**src/rtl/seq_scan_ctrl.sv**
```systemverilog
// seq_scan_ctrl: byte-parallel stream scanner. It takes a burst of bytes over a
// valid/ready handshake and feeds them MSB-first into a programmable pattern
// matcher. Each overlapping match raises a one-cycle match pulse, and a
// saturating counter tracks the matches of the current job.
module seq_scan_ctrl #(
   parameter int               PAT_W   = 8,
   parameter logic [PAT_W-1:0] PAT_RST = PAT_W'(8'b0101_0101),
   parameter int               CNT_W   = 16
) (
   input  logic             clk,
   input  logic             rst,
   input  logic             cfg_we,
   input  logic [PAT_W-1:0] cfg_pattern,
   input  logic             start,
   input  logic [7:0]       len,
   input  logic             abort,
   input  logic             in_valid,
   input  logic [7:0]       in_data,
   output logic             in_ready,
   output logic             busy,
   output logic             done,
   output logic             match,
   output logic [CNT_W-1:0] match_cnt
);

   // seen counts 0..PAT_W, so it needs one more code point than PAT_W-1
   localparam int SEEN_W = $clog2(PAT_W + 1);

   typedef enum logic [1:0] {IDLE, LOAD, SHIFT, DONE} state_t;

   state_t            state_q, state_d;
   logic [PAT_W-1:0]  pattern_q, pattern_d;
   logic [PAT_W-1:0]  hist_q, hist_d;
   logic [SEEN_W-1:0] seen_q, seen_d;
   logic [7:0]        remaining_q, remaining_d;
   logic [7:0]        byte_sr_q, byte_sr_d;
   logic [2:0]        bit_idx_q, bit_idx_d;
   logic              match_q, match_d;
   logic [CNT_W-1:0]  cnt_q, cnt_d;

   logic [PAT_W-1:0]  hist_next;
   logic              hit;

   // Match detect: history after this bit is shifted in, compared once full
   always_comb begin
      hist_next = {hist_q[PAT_W-2:0], byte_sr_q[bit_idx_q]};
      hit       = (seen_q >= SEEN_W'(PAT_W - 1)) && (hist_next == pattern_q);
   end

   // State register and datapath registers, synchronous active-high reset
   always_ff @(posedge clk) begin
      // NOTE: state updates use non-blocking assignments so every register
      // samples the pre-edge values regardless of statement order.
      if (rst) begin
         state_q     <= IDLE;
         pattern_q   <= PAT_RST;
         hist_q      <= '0;
         seen_q      <= '0;
         remaining_q <= '0;
         byte_sr_q   <= '0;
         bit_idx_q   <= '0;
         match_q     <= 1'b0;
         cnt_q       <= '0;
      end else begin
         state_q     <= state_d;
         pattern_q   <= pattern_d;
         hist_q      <= hist_d;
         seen_q      <= seen_d;
         remaining_q <= remaining_d;
         byte_sr_q   <= byte_sr_d;
         bit_idx_q   <= bit_idx_d;
         match_q     <= match_d;
         cnt_q       <= cnt_d;
      end
   end

   // Next-state and output decode for the job sequencer
   always_comb begin
      // NOTE: every signal gets a default up front, so no path through the
      // case statement can leave one unassigned and infer a latch.
      state_d     = state_q;
      pattern_d   = pattern_q;
      hist_d      = hist_q;
      seen_d      = seen_q;
      remaining_d = remaining_q;
      byte_sr_d   = byte_sr_q;
      bit_idx_d   = bit_idx_q;
      match_d     = 1'b0;
      cnt_d       = cnt_q;
      in_ready    = 1'b0;
      busy        = 1'b0;
      done        = 1'b0;

      case (state_q)
         IDLE: begin
            if (cfg_we) begin
               pattern_d = cfg_pattern;
            end
            if (start) begin
               hist_d      = '0;
               seen_d      = '0;
               cnt_d       = '0;
               remaining_d = len;
               state_d     = (len != 8'd0) ? LOAD : DONE;
            end
         end

         LOAD: begin
            in_ready = 1'b1;
            busy     = 1'b1;
            if (abort) begin
               state_d = IDLE;
            end else if (in_valid) begin
               byte_sr_d = in_data;
               bit_idx_d = 3'd7;
               state_d   = SHIFT;
            end
         end

         SHIFT: begin
            busy = 1'b1;
            // An abort drops this cycle's bit, including any match it would raise
            if (abort) begin
               state_d = IDLE;
            end else begin
               hist_d = hist_next;
               if (seen_q != SEEN_W'(PAT_W)) begin
                  seen_d = seen_q + 1'b1;
               end
               if (hit) begin
                  match_d = 1'b1;
                  if (cnt_q != '1) begin
                     cnt_d = cnt_q + 1'b1;
                  end
               end
               if (bit_idx_q == 3'd0) begin
                  remaining_d = remaining_q - 8'd1;
                  state_d     = (remaining_q == 8'd1) ? DONE : LOAD;
               end else begin
                  bit_idx_d = bit_idx_q - 3'd1;
               end
            end
         end

         DONE: begin
            done    = 1'b1;
            state_d = IDLE;
         end

         default: begin
            state_d = IDLE;
         end
      endcase
   end

   assign match     = match_q;
   assign match_cnt = cnt_q;

endmodule

```
**config.mk**
```make
export PLATFORM = sky130hd
export DESIGN_NAME = seq_scan_ctrl
export DESIGN_NICKNAME = d
export VERILOG_FILES = /design/src/rtl/seq_scan_ctrl.sv
export SDC_FILE = /design/constraint.sdc
export NUM_CORES = 1
export LEC_CHECK = 0
export ABC_AREA = 1
export CAP_MARGIN = 10
export CORE_MARGIN = 4
export CORE_UTILIZATION = 45
export CTS_BUF_LIST = sky130_fd_sc_hd__clkbuf_4
export DETAILED_ROUTE_END_ITERATION = 8
export HOLD_SLACK_MARGIN = 0.03
export PLACE_DENSITY = 0.68
export SLEW_MARGIN = 15
export SYNTH_ARGS = -nofsm -noshare
export SYNTH_HDL_FRONTEND = slang
export SYNTH_SLANG_ARGS = --single-unit
```
**constraint.sdc**
```tcl
create_clock -name clk -period 5.8 [get_ports clk]
set_clock_uncertainty 0.1 [all_clocks]
set_input_delay 1.74 -clock clk [delete_from_list [all_inputs] [get_ports clk]]
set_output_delay 1.74 -clock clk [all_outputs]
set_load 0.02 [all_outputs]
```
# --- Word-level counts from Yosys, hierarchy flattened ---
# Index checks and enable logic that the tools add are counted.
# Widths: inputs -> output; s select.
classes:
  add_sub_neg: 4
  n_mul: 0
  n_div: 0
  magnitude_cmp: 2
  n_eq_ne: 18
  shifts: 0
  n_mux: 35
  bitwise_logic: 2
  reduce_logical: 16
op_table:
  columns: ["operator", "count"]
  rows:
  - ["$mux 16", 4]
  - ["$pmux 16 s2", 1]
  - ["$mux 8", 3]
  - ["$ne 2x2->1 const B", 9]
  - ["$add 16x1->16 const B", 1]
  - ["$ne 16x16->1 const B", 1]
  - ["$pmux 8 s2", 1]
  - ["$mux 2", 7]
  - ["$mux 7", 2]
  - ["$pmux 7 s2", 1]
  - ["$mux 3", 4]
  - ["$mux 4", 3]
  - ["$reduce_and 5->1", 2]
  - ["$reduce_and 3->1", 3]
  - ["$eq 8x1->1 const B", 1]
  - ["$eq 8x8->1", 1]
  - ["$pmux 2 s4", 1]
  - ["$pmux 4 s2", 1]
  - ["$reduce_and 4->1", 2]
  - ["$reduce_bool 8->1", 1]
  - ["$sub 8x1->8 const B", 1]
  - ["$ne 3x3->1 const B", 2]
  - ["$pmux 3 s2", 1]
  - ["$mux 1", 5]
  - ["16 further kinds", 19]
totals:
  register_bits: 57
  latchBits: 0
  ramBits: 0
  rom_bits: 0
  input_bits: 30
  output_inout_bits: 20
  elab_cells: 86
  n_memories: 0

# --- Longest topological paths before layout ---
# Gate-level depths: netlist of run 1.
depth:
  depth_word: 7
  depth_mapped: 15
  depth_no_buf: 15

# --- Least setup slack after synthesis of run 1 ---
# No wires, ideal clock.
synth_timing:
  kind: "input to register"
  start: "input abort"
  end: "register cnt_q[12], in the netlist match_cnt[12]"
  setup_time_ns: 0.114
  arrival_ns: 2.785
  required_time_ns: 5.586
  path_slack_ns: 2.801
  path_stages: 11
  path_buffers: 1
  cell_sequence: "nor2_4 inv_2 nor2_4 nor2_4 inv_2 nand2_4 nor2_8 nor2_8 buf_12 nor2_1 nor2_2"
synth_via:
  elab_chain_cells: 2
synth_rtl:
  columns: ["item", "line_no", "source"]
  rows:
  - ["from (decl)", "16", "input logic abort,"]
  - ["$ne 2x2->1 (no source line)", null, null]
  - ["$reduce_and 5->1 (no source line)", null, null]
  - ["to (signal assigned)", "73", "cnt_q <= cnt_d;"]
  - ["to (decl)", "39", "logic [CNT_W-1:0] cnt_q, cnt_d;"]
# Every way passes these cells.
# A chain may end at the register's enable or synchronous reset.

# --- Worst setup path in the final report of run 1 ---
layout_timing:
  start: "register state_q[1]"
  end: "output in_ready"
layout_via:
  elab_chain_cells: 2
layout_rtl:
  columns: ["item", "line_no", "source"]
  rows:
  - ["from (decl)", "31", "state_t state_q, state_d;"]
  - ["from (signal assigned)", "65", "state_q <= state_d;"]
  - ["$eq 2x1->1", "94", "case (state_q)"]
  - ["$mux 1", "94", null]
  - ["to (decl)", "19", "output logic in_ready,"]
# Every way passes these cells.

==> flow_metrics.env, run 1 <==
export IMPL_outcome="finished clean"
export IMPL_startpoint="state_q[1]$_SDFFE_PP0P_"
export IMPL_worst_setup_path_end_kind="output port"
export IMPL_grt_pass1_wl_um=13010
export IMPL_path_clk_slew_ns=0.09
export IMPL_clockRootBuffer="clkbuf_4"
export IMPL_synthAdderAreaFrac_pct=4.135
export IMPL_drv_cap=0
export IMPL_die_x_um=94
export IMPL_grt_usage_pct=18.35
export IMPL_synth_top_family_by_area="simple AND/OR/NAND/NOR gates"
export IMPL_tritoncts="done"
export IMPL_nets=564
export IMPL_use_met2_pct=30.04
export IMPL_drt_iter0_drc=124
export IMPL_crit_type="register to output port"
export IMPL_period_needed_ns=3.609
export IMPL_synth_xor_xnor_area_share_pct=2.895
export IMPL_synth_seq_cells=57
export IMPL_postLayoutCoreUtil_pct=55.38
export IMPL_dpl_hpwl_um=5615
export IMPL_worstPathArrival_ns=1.77
export IMPL_synth_seq_area_share_pct=34.29
export IMPL_seqCellArea_sq_um=1141
export IMPL_power_density_nw_per_um2=319.8
export IMPL_period_share_pct=62.23
export IMPL_static_leakage_power_nw=1.629
export IMPL_ctsHtreeMaxLevel=3
export IMPL_dp_cells=611
export IMPL_rsz0062_at_grt="no"
export IMPL_tightest_slew_ns=0.9246
export IMPL_cp_max_fo=5
export IMPL_gr_total_overflow=0
export IMPL_syn_to_final_growth_pct=20.04
export IMPL_grt_max_degree=31
export IMPL_crit_family="buffers and inverters"
export IMPL_path_depth=3
export IMPL_routed_via_density=4.925
export IMPL_synth_cells=474
export IMPL_cts_buffers=9
export IMPL_grt_util_met3_pct=4.327
export IMPL_numPortBuffers=49
export IMPL_syn_num_nets=515
export IMPL_crit_path_cell_trace="inv_1 > ha_1 > clkdlybuf4s50_1"
export IMPL_use_met1_pct=23.21
export IMPL_antenna_cells=0
export IMPL_detail_route_wl_per_cell_um=12.23
export IMPL_via_count=3083
export IMPL_reg2regPathDepth=11
export IMPL_io_pins=50
export IMPL_cts_hold_buf=0
export IMPL_die_area_sq_um=8836
export IMPL_drive_gt1_share_pct=12.71
export IMPL_place_gp_congestion=0.8656
export IMPL_critPathRequiredTime_ns=3.96
export IMPL_reg2reg_setup_slack_ns=3.16
export IMPL_yosys_mux_area_fraction_pct=0
export IMPL_timing_final_hold_violations=0
export IMPL_clock_sinks=57
export IMPL_gr_max_usage_layer="met2"
export IMPL_ys_types=35
export IMPL_slew_viol_final=0
export IMPL_drc=0
export IMPL_cts_buffer_depth=2
export IMPL_finalSetupViolCount=0
export IMPL_synthSimpleGateAreaFrac_pct=33.31
export IMPL_min_path_type="register to register"
export IMPL_ant_nets=0
export IMPL_cts_resized=0
export IMPL_finalPower_mw=1.278
export IMPL_start_util_pct=46.13
export IMPL_grt_pass1_vias=2948
export IMPL_fmax_mhz=277.1
export IMPL_max_stage_delay_ns=0.64
export IMPL_multi_input_area_sq_um=1853
export IMPL_setup_tns_final_ns=0
export IMPL_stdcell_count=626
export IMPL_core_sq_um=7214
export IMPL_r2r_end="remaining_q[7]$_SDFFE_PP0P_"
export IMPL_maxSlewHeadroom_pct=38.30
export IMPL_critPathBufInv=2
export IMPL_first_pass_iters=4
export IMPL_cp_slowest_cell="clkdlybuf4s50_1"
export IMPL_ys_warn_count=0
export IMPL_postSynthAreaPerCell_sq_um=7.022
export IMPL_fillers=722
export IMPL_synth_compound_area_share_pct=15.34
export IMPL_drt_wl_total_um=7657
export IMPL_reg2reg_from="state_q[0]$_SDFFE_PP0P_"
export IMPL_startpoint_type="register"
export IMPL_vdd_drop_max_mv=0.1763
export IMPL_clk_latency_ns=0.40
export IMPL_antenna_found_initial=0
export IMPL_die_height_um=94
export IMPL_num_rows=31
export IMPL_syn_area_sq_um=3328
export IMPL_crit_end="in_ready"
export IMPL_postCtsSetupRepairBufs=0
-- flip-flops by register name, indices dropped and copies added (netlist names) --
| name | flops |
|---|---|
| match_cnt | 16 |
| byte_sr_q | 8 |
| pattern_q | 8 |
| remaining_q | 8 |
| hist_q | 7 |
| seen_q | 4 |
| bit_idx_q | 3 |
| state_q | 2 |
| match | 1 |
-- cells by family after synthesis --
kind of cell | Yosys count
buffers and inverters | 83
AND/OR/NAND/NOR | 220
adder cells (fa/ha/maj) | 11
AO/OA/AOI/OAI | 92
XOR/XNOR | 11
flip-flops | 57
-- worst min-delay path by stage --
stage / start / slack (ns) / to / depth (start not counted)
2_1_floorplan: byte_sr_q[1]$_SDFFE_PP0P_ / 0.33 / byte_sr_q[1]$_SDFFE_PP0P_ / 2
3_3_place_gp: byte_sr_q[3]$_SDFFE_PP0P_ / 0.35 / byte_sr_q[3]$_SDFFE_PP0P_ / 2
3_5_place_dp: byte_sr_q[3]$_SDFFE_PP0P_ / 0.35 / byte_sr_q[3]$_SDFFE_PP0P_ / 2
4_1_cts: byte_sr_q[3]$_SDFFE_PP0P_ / 0.37 / byte_sr_q[3]$_SDFFE_PP0P_ / 2
5_1_grt: byte_sr_q[7]$_SDFFE_PP0P_ / 0.39 / byte_sr_q[7]$_SDFFE_PP0P_ / 2
6_report: byte_sr_q[5]$_SDFFE_PP0P_ / 0.36 / byte_sr_q[5]$_SDFFE_PP0P_ / 2
-- worst min-delay path: stages (launching register included) --
cell and delay [ns]:
dfxtp_1 0.30, inv_1 0.06, a21oi_1 0.06
-- cell usage in the layout, fill, tap and decap left out, drive strengths merged --
master / synthesis / final
a211oi: 8 / 8
a21oi: 44 / 44
a221oi: 3 / 3
a31oi: 2 / 2
buf: 5 / 2
clkbuf: 8 / 14
clkdlybuf4s50: 0 / 49
clkinv: 0 / 1
dfxtp: 57 / 57
ha: 11 / 11
inv: 70 / 70
nand2: 105 / 105
nand3: 40 / 40
nand4: 5 / 5
nor2: 57 / 57
nor3: 7 / 7
nor3b: 2 / 2
nor4: 2 / 2
o211ai: 6 / 6
o21ai: 28 / 28
o22ai: 1 / 1
or2: 2 / 2
xnor2: 5 / 5
xor2: 6 / 6
-- per-layer routing --
metal / vias up / share of wire (%)
met1: 1371 / 47
met4: 0 / 1.9
met5: - / 0
met3: 13 / 5.2
li1: 1632 / -
met2: 67 / 46
-- final cells by class --
class	instances	share of cell area (%)
Clock buffer	14	2.631
Tap cell	99	3.101
Inverter	70	6.577
Clock inverter	1	0.09396
Sequential cell	57	28.56
Multi-Input combinational cell	334	46.38
Timing Repair Buffer	51	12.65
-- stage by stage --
stage          hold WS [ns]  setup WS, ns  instance area [sq um]
5_1_grt              0.3858         2.114                   3995
3_3_place_gp         0.3454         1.982                   3886
4_1_cts              0.3666         2.167                   3995
6_report             0.3605         2.191                   3995
2_1_floorplan        0.3289         2.801                   3328
3_5_place_dp         0.3520         1.899                   3886
-- where the power goes --
| part | internal (mW) | switching, mW |
|---|---|---|
| clock network | 0.109 | 0.138 |
| logic | 0.196 | 0.334 |
| registers | 0.450 | 0.0500 |
-- synth_stat cells (all sizes together) --
| cell type | number | area, sq um |
|---|---|---|
| clkbuf | 8 | 30.03 |
| dfxtp | 57 | 1141 |
| nor3 | 7 | 35.03 |
| xor2 | 6 | 52.55 |
| o21ai | 28 | 140.1 |
| a31oi | 2 | 12.51 |
| a21oi | 44 | 220.2 |
| xnor2 | 5 | 43.79 |
| inv | 70 | 262.8 |
| nand4 | 5 | 37.53 |
| nor3b | 2 | 15.01 |
| nor4 | 2 | 12.51 |
| or2 | 2 | 12.51 |
| buf | 5 | 41.29 |
| a211oi | 8 | 60.06 |
| nand3 | 40 | 232.7 |
| a221oi | 3 | 26.28 |
| nand2 | 105 | 449.2 |
| ha | 11 | 137.6 |
| nor2 | 57 | 314.1 |
| o211ai | 6 | 45.04 |
| o22ai | 1 | 6.260 |
Note: power is estimated with default switching activity, not from simulation.
==> inputs of run 2 (changes only) <==
--- a/config.mk
+++ b/config.mk
@@ -12,7 +12,7 @@
 export CTS_BUF_LIST = sky130_fd_sc_hd__clkbuf_4
 export DETAILED_ROUTE_END_ITERATION = 8
 export HOLD_SLACK_MARGIN = 0.03
-export PLACE_DENSITY = 0.68
+export PLACE_DENSITY = 0.71
 export SLEW_MARGIN = 15
 export SYNTH_ARGS = -nofsm -noshare
 export SYNTH_HDL_FRONTEND = slang
==> constraint.sdc (replaced) <==
create_clock -name clk -period 3.28 [get_ports clk]
set_clock_uncertainty 0.1 [all_clocks]
set_input_delay 0.984 -clock clk [delete_from_list [all_inputs] [get_ports clk]]
set_output_delay 0.984 -clock clk [all_outputs]
set_load 0.02 [all_outputs]
==> run 2 against run 1 <==
Effect of this change: sequential cell count is the same; global-route usage grew 0.40 points; clock power grew 66%; sequential power grew 77%; clock-buffer cell count shrank 2; critical path type unchanged; routed wire length grew 1.0%; worst setup slack lost 1.7 ns; highest routed layer unchanged.
==> flow_metrics.env, run 2 (synthesis results as in run 1) <==
export IMPL_outcome="finished clean"
export IMPL_static_leakage_power_nw=1.636
export IMPL_postCtsSetupRepairBufs=0
export IMPL_drc=0
export IMPL_maxSlewHeadroom_pct=67.57
export IMPL_use_met2_pct=31.64
export IMPL_period_share_pct=86.04
export IMPL_postLayoutCoreUtil_pct=55.53
export IMPL_ant_nets=0
export IMPL_startpoint_type="register"
export IMPL_syn_to_final_growth_pct=20.38
export IMPL_final_common_cell="nand2_1"
export IMPL_num_rows=31
export IMPL_cts_buffer_depth=2
export IMPL_period_needed_ns=2.822
export IMPL_die_x_um=94
export IMPL_worst_setup_path_end_kind="output port"
export IMPL_drt_iter0_drc=141
export IMPL_largest_register_ffs=16
export IMPL_tightest_slew_ns=0.4851
export IMPL_grt_util_met3_pct=4.087
export IMPL_reg2reg_setup_slack_ns=0.98
export IMPL_die_area_sq_um=8836
export IMPL_min_to="byte_sr_q[1]$_SDFFE_PP0P_"
export IMPL_worstPathArrival_ns=1.74
export IMPL_stdcell_count=628
export IMPL_detail_route_wl_per_cell_um=12.32
export IMPL_place_gp_congestion=0.9286
export IMPL_fmax_mhz=354.4
export IMPL_power_density_nw_per_um2=558.4
export IMPL_timing_final_hold_violations=0
export IMPL_slew_viol_final=0
export IMPL_die_height_um=94
export IMPL_hp_start="byte_sr_q[1]$_SDFFE_PP0P_"
export IMPL_grt_usage_pct=18.74
export IMPL_start_util_pct=46.13
export IMPL_path_clk_slew_ns=0.09
export IMPL_finalSetupViolCount=0
export IMPL_antenna_cells=0
export IMPL_first_pass_iters=5
export IMPL_cts_resized=0
export IMPL_io_pins=50
export IMPL_numPortBuffers=49
export IMPL_clockRootBuffer="clkbuf_4"
export IMPL_drt_wl_total_um=7734
export IMPL_gr_total_overflow=0
export IMPL_min_path_type="register to register"
export IMPL_cp_max_fo=3
export IMPL_drive_gt1_share_pct=12.85
export IMPL_cts_hold_buf=0
export IMPL_antenna_found_initial=0
export IMPL_tritoncts="done"
export IMPL_mostFrequentLayoutCells="89 x nand2_1, 62 x inv_1, 57 x dfxtp_1"
export IMPL_r2r_end="remaining_q[7]$_SDFFE_PP0P_"
export IMPL_ctsHtreeMaxLevel=3
export IMPL_clk_latency_ns=0.39
export IMPL_critPathRequiredTime_ns=2.20
export IMPL_hold_path_cell_count=2
export IMPL_gr_max_usage_layer="met2"
export IMPL_grt_pass1_wl_um=13280
export IMPL_cts_buffers=9
export IMPL_reg2regPathDepth=11
export IMPL_drv_cap=0
export IMPL_dpl_hpwl_um=5782
export IMPL_setup_tns_final_ns=0
export IMPL_dp_cells=614
export IMPL_routed_via_density=5.002
export IMPL_via_count=3141
export IMPL_clock_sinks=57
export IMPL_reg2reg_from="state_q[0]$_SDFFE_PP0P_"
export IMPL_grt_pass1_vias=2927
export IMPL_nets=567
export IMPL_use_met1_pct=23.69
export IMPL_crit_type="register to output port"
export IMPL_grt_max_degree=29
export IMPL_core_sq_um=7214
export IMPL_vdd_drop_max_mv=0.2532
export IMPL_rsz0062_at_grt="no"
[run 2: cell count changes in the layout (fill, tap and decap cells not counted), sizes merged]
cell and delta:
buf +3, clkbuf -2, clkinv +1
[run 2: routing by layer]
layer,vias to the layer above,part of all wire (%)
met3,11,4.6
met1,1414,45
met2,71,48
li1,1645,-
met5,-,0
met4,0,1.5
[run 2: how the worst max path moves through the flow]
| stage | from | endpoint | slack (ns) | cells after the start |
|---|---|---|---|---|
| finish | state_q[1]$_SDFFE_PP0P_ | busy | 0.46 | 3 |
| detailed placement | abort | remaining_q[7]$_SDFFE_PP0P_ | 0.35 | 10 |
| global route | state_q[1]$_SDFFE_PP0P_ | busy | 0.34 | 3 |
| floorplan | abort | match_cnt[12]$_SDFFE_PP0P_ | 1.04 | 11 |
| CTS | state_q[1]$_SDFFE_PP0P_ | busy | 0.43 | 3 |
| global placement | abort | remaining_q[7]$_SDFFE_PP0P_ | 0.47 | 10 |
[run 2: final cells by class]
| type | instances | area [sq um] |
|---|---|---|
| Fill cell | 742 | 3208 |
| Sequential cell | 57 | 1141 |
| Inverter | 70 | 262.8 |
| Clock buffer | 12 | 90.09 |
| Timing Repair Buffer | 54 | 528.0 |
| Tap cell | 99 | 123.9 |
| Multi-Input combinational cell | 334 | 1853 |
| Clock inverter | 2 | 7.507 |
[run 2: stage by stage]
step                      hold WS [ns]  worst slack, ns  power (mW)  instance area (sq um)
after floorplan                 0.3289            1.037       1.599                   3328
after global placement          0.3414           0.4724       1.819                   3909
after detailed placement        0.3436           0.3465       1.840                   3909
after CTS                       0.3577           0.4336       2.253                   4006
after global routing            0.3889           0.3447       2.419                   4006
final                           0.3549           0.4580       2.237                   4006
[run 2: worst max-delay path, stage by stage (launching register included)]
cell and delay, ns:
dfxtp_1 0.38, inv_1 0.09, ha_1 0.28, clkdlybuf4s50_1 0.60
[run 2: power breakdown]
part / internal [mW] / total, mW / switching, mW / leakage (nW)
clock: 0.169 / 0.411 / 0.242 / 0.0583
combinational: 0.354 / 0.941 / 0.587 / 1.11
sequential: 0.796 / 0.885 / 0.0888 / 0.466
total: 1.32 / 2.24 / 0.918 / 1.64
==> inputs of run 3 (changes only) <==
--- a/config.mk
+++ b/config.mk
@@ -7,12 +7,10 @@
 export LEC_CHECK = 0
 export ABC_AREA = 1
 export CAP_MARGIN = 10
-export CORE_MARGIN = 4
-export CORE_UTILIZATION = 45
+export CORE_UTILIZATION = 50
 export CTS_BUF_LIST = sky130_fd_sc_hd__clkbuf_4
 export DETAILED_ROUTE_END_ITERATION = 8
-export HOLD_SLACK_MARGIN = 0.03
-export PLACE_DENSITY = 0.71
+export PLACE_DENSITY = 0.78
 export SLEW_MARGIN = 15
 export SYNTH_ARGS = -nofsm -noshare
 export SYNTH_HDL_FRONTEND = slang
==> run 3 against run 2 <==
Effect of this change: sequential power hardly changed; non-clock buffer count is 1 lower; routed wire length shrank 1.6%; fmax barely moved; register-to-register slack worse by 0.09 ns; combinational power is 0.5% higher; highest routed layer unchanged.
==> flow_metrics.env, run 3 (synthesis results as in run 1) <==
export IMPL_hp_start="byte_sr_q[1]$_SDFFE_PP0P_"
export IMPL_drt_iter0_drc=174
export IMPL_antenna_cells=0
export IMPL_numPortBuffers=49
export IMPL_ctsHtreeMaxLevel=3
export IMPL_nets=566
export IMPL_intPower_mw=1.314
export IMPL_largest_register_ffs=16
export IMPL_p_seq_share_pct=39.2
export IMPL_outcome="finished clean"
export IMPL_timing_final_hold_violations=0
export IMPL_via_count=3182
export IMPL_gr_total_overflow=0
export IMPL_clockRootBuffer="clkbuf_4"
export IMPL_final_common_cell="nand2_1"
export IMPL_power_share_clock_pct=18.9
export IMPL_drt_wl_total_um=7609
export IMPL_startpoint_type="register"
export IMPL_reg2regPathDepth=11
export IMPL_r2r_end="remaining_q[7]$_SDFFE_PP0P_"
export IMPL_drv_cap=0
export IMPL_min_path_type="register to register"
export IMPL_power_switching_mw=0.9453
export IMPL_min_to="byte_sr_q[1]$_SDFFE_PP0P_"
export IMPL_worstPathArrival_ns=1.74
export IMPL_drc=0
export IMPL_layout_setup_ws_ns=0.4595
export IMPL_cts_hold_buf=0
export IMPL_path_clk_slew_ns=0.10
export IMPL_die_height_um=83.59
export IMPL_mostFrequentLayoutCells="89 x nand2_1, 62 x inv_1, 57 x dfxtp_1"
export IMPL_dpl_hpwl_um=5490
export IMPL_grt_pass1_wl_um=13180
export IMPL_cts_buffer_depth=2
export IMPL_cp_max_fo=3
export IMPL_num_rows=29
export IMPL_ant_nets=0
export IMPL_io_pins=50
export IMPL_static_leakage_power_nw=1.638
export IMPL_vdd_drop_max_mv=0.3510
export IMPL_die_x_um=83.59
export IMPL_hold_path_cell_count=2
export IMPL_setup_tns_final_ns=0
export IMPL_startpoint="state_q[1]$_SDFFE_PP0P_"
export IMPL_power_density_nw_per_um2=567.9
export IMPL_critPathRequiredTime_ns=2.20
export IMPL_grt_usage_pct=22.83
export IMPL_cts_buffers=9
export IMPL_finalSetupViolCount=0
export IMPL_fmax_mhz=354.5
export IMPL_place_ws_ns=0.2964
export IMPL_postLayoutCoreUtil_pct=62.30
export IMPL_clk_latency_ns=0.39
export IMPL_maxSlewHeadroom_pct=67.37
export IMPL_p_sw_share_pct=41.83
export IMPL_postCtsSetupRepairBufs=0
export IMPL_cts_resized=0
export IMPL_place_gp_congestion=0.8534
export IMPL_tightest_slew_ns=0.4881
export IMPL_die_area_sq_um=6986
export IMPL_routed_via_density=5.242
export IMPL_period_share_pct=85.99
export IMPL_core_sq_um=6386
export IMPL_power_frac_comb_pct=41.9
export IMPL_detail_route_wl_per_cell_um=12.54
export IMPL_worst_setup_path_end_kind="output port"
export IMPL_antenna_found_initial=0
export IMPL_slew_viol_final=0
export IMPL_rsz0062_at_grt="no"
export IMPL_crit_type="register to output port"
export IMPL_clock_sinks=57
export IMPL_syn_to_final_growth_pct=19.55
export IMPL_period_needed_ns=2.821
export IMPL_grt_max_degree=30
export IMPL_drive_gt1_share_pct=13.02
export IMPL_first_pass_iters=7
export IMPL_grt_pass1_vias=2951
export IMPL_tritoncts="done"
export IMPL_reg2reg_setup_slack_ns=0.89
export IMPL_start_util_pct=52.12
export IMPL_reg2reg_from="state_q[0]$_SDFFE_PP0P_"
-- run 3: cell types whose count changed in the layout (fill, tap and decap cells not counted) --
cell / delta
buf_4: -1
clkinv_2: +3
clkbuf_4: -1
-- run 3: how the worst max path moves through the flow --
stage / cells after the start / slack (ns) / endpoint
global placement: 10 / 0.48 / remaining_q[7]$_SDFFE_PP0P_
global route: 3 / 0.37 / in_ready
finish: 3 / 0.46 / busy
detailed placement: 10 / 0.30 / remaining_q[7]$_SDFFE_PP0P_
floorplan: 11 / 1.04 / match_cnt[12]$_SDFFE_PP0P_
CTS: 3 / 0.44 / busy
-- run 3: layout make-up --
cell class,instances,area (sq um)
Multi-Input combinational cell,334,1853
Tap cell,77,96.34
Clock inverter,5,22.52
Timing Repair Buffer,53,520.5
Fill cell,571,2407
Sequential cell,57,1141
Clock buffer,11,82.58
Inverter,70,262.8
-- run 3: power by group through the flow --
| stage | Sequential, mW | Clock (mW) | Combinational [mW] |
|---|---|---|---|
| after global placement | 0.895 | 0 | 0.915 |
| after global routing | 0.899 | 0.468 | 1.06 |
| after CTS | 0.885 | 0.434 | 0.948 |
| final | 0.887 | 0.427 | 0.946 |
| after detailed placement | 0.900 | 0 | 0.938 |
| after floorplan | 0.904 | 0 | 0.695 |
-- run 3: stage by stage --
| stage | hold slack (ns) | cells | cell area, sq um | power [mW] |
|---|---|---|---|---|
| 2_1_floorplan | 0.3289 | 474 | 3328 | 1.599 |
| 3_3_place_gp | 0.3419 | 591 | 3874 | 1.810 |
| 3_5_place_dp | 0.3471 | 591 | 3874 | 1.839 |
| 4_1_cts | 0.3615 | 607 | 3979 | 2.267 |
| 5_1_grt | 0.3867 | 607 | 3979 | 2.425 |
| 6_report | 0.3594 | 607 | 3979 | 2.260 |
-- run 3: critical path: stages (launching register included) --
cell and delay (ns):
dfxtp_1 0.38, inv_1 0.09, ha_1 0.28, clkdlybuf4s50_1 0.60
-- run 3: routing by layer --
metal | global-route usage [%] | wire length [um] | vias to the layer above
met2 | 36.95 | 3542 | 83
met1 | 30.46 | 3607 | 1442
met4 | 7.088 | 95 | 0
met3 | 4.748 | 363 | 10
met5 | 0 | 0 | -
li1 | - | - | 1647
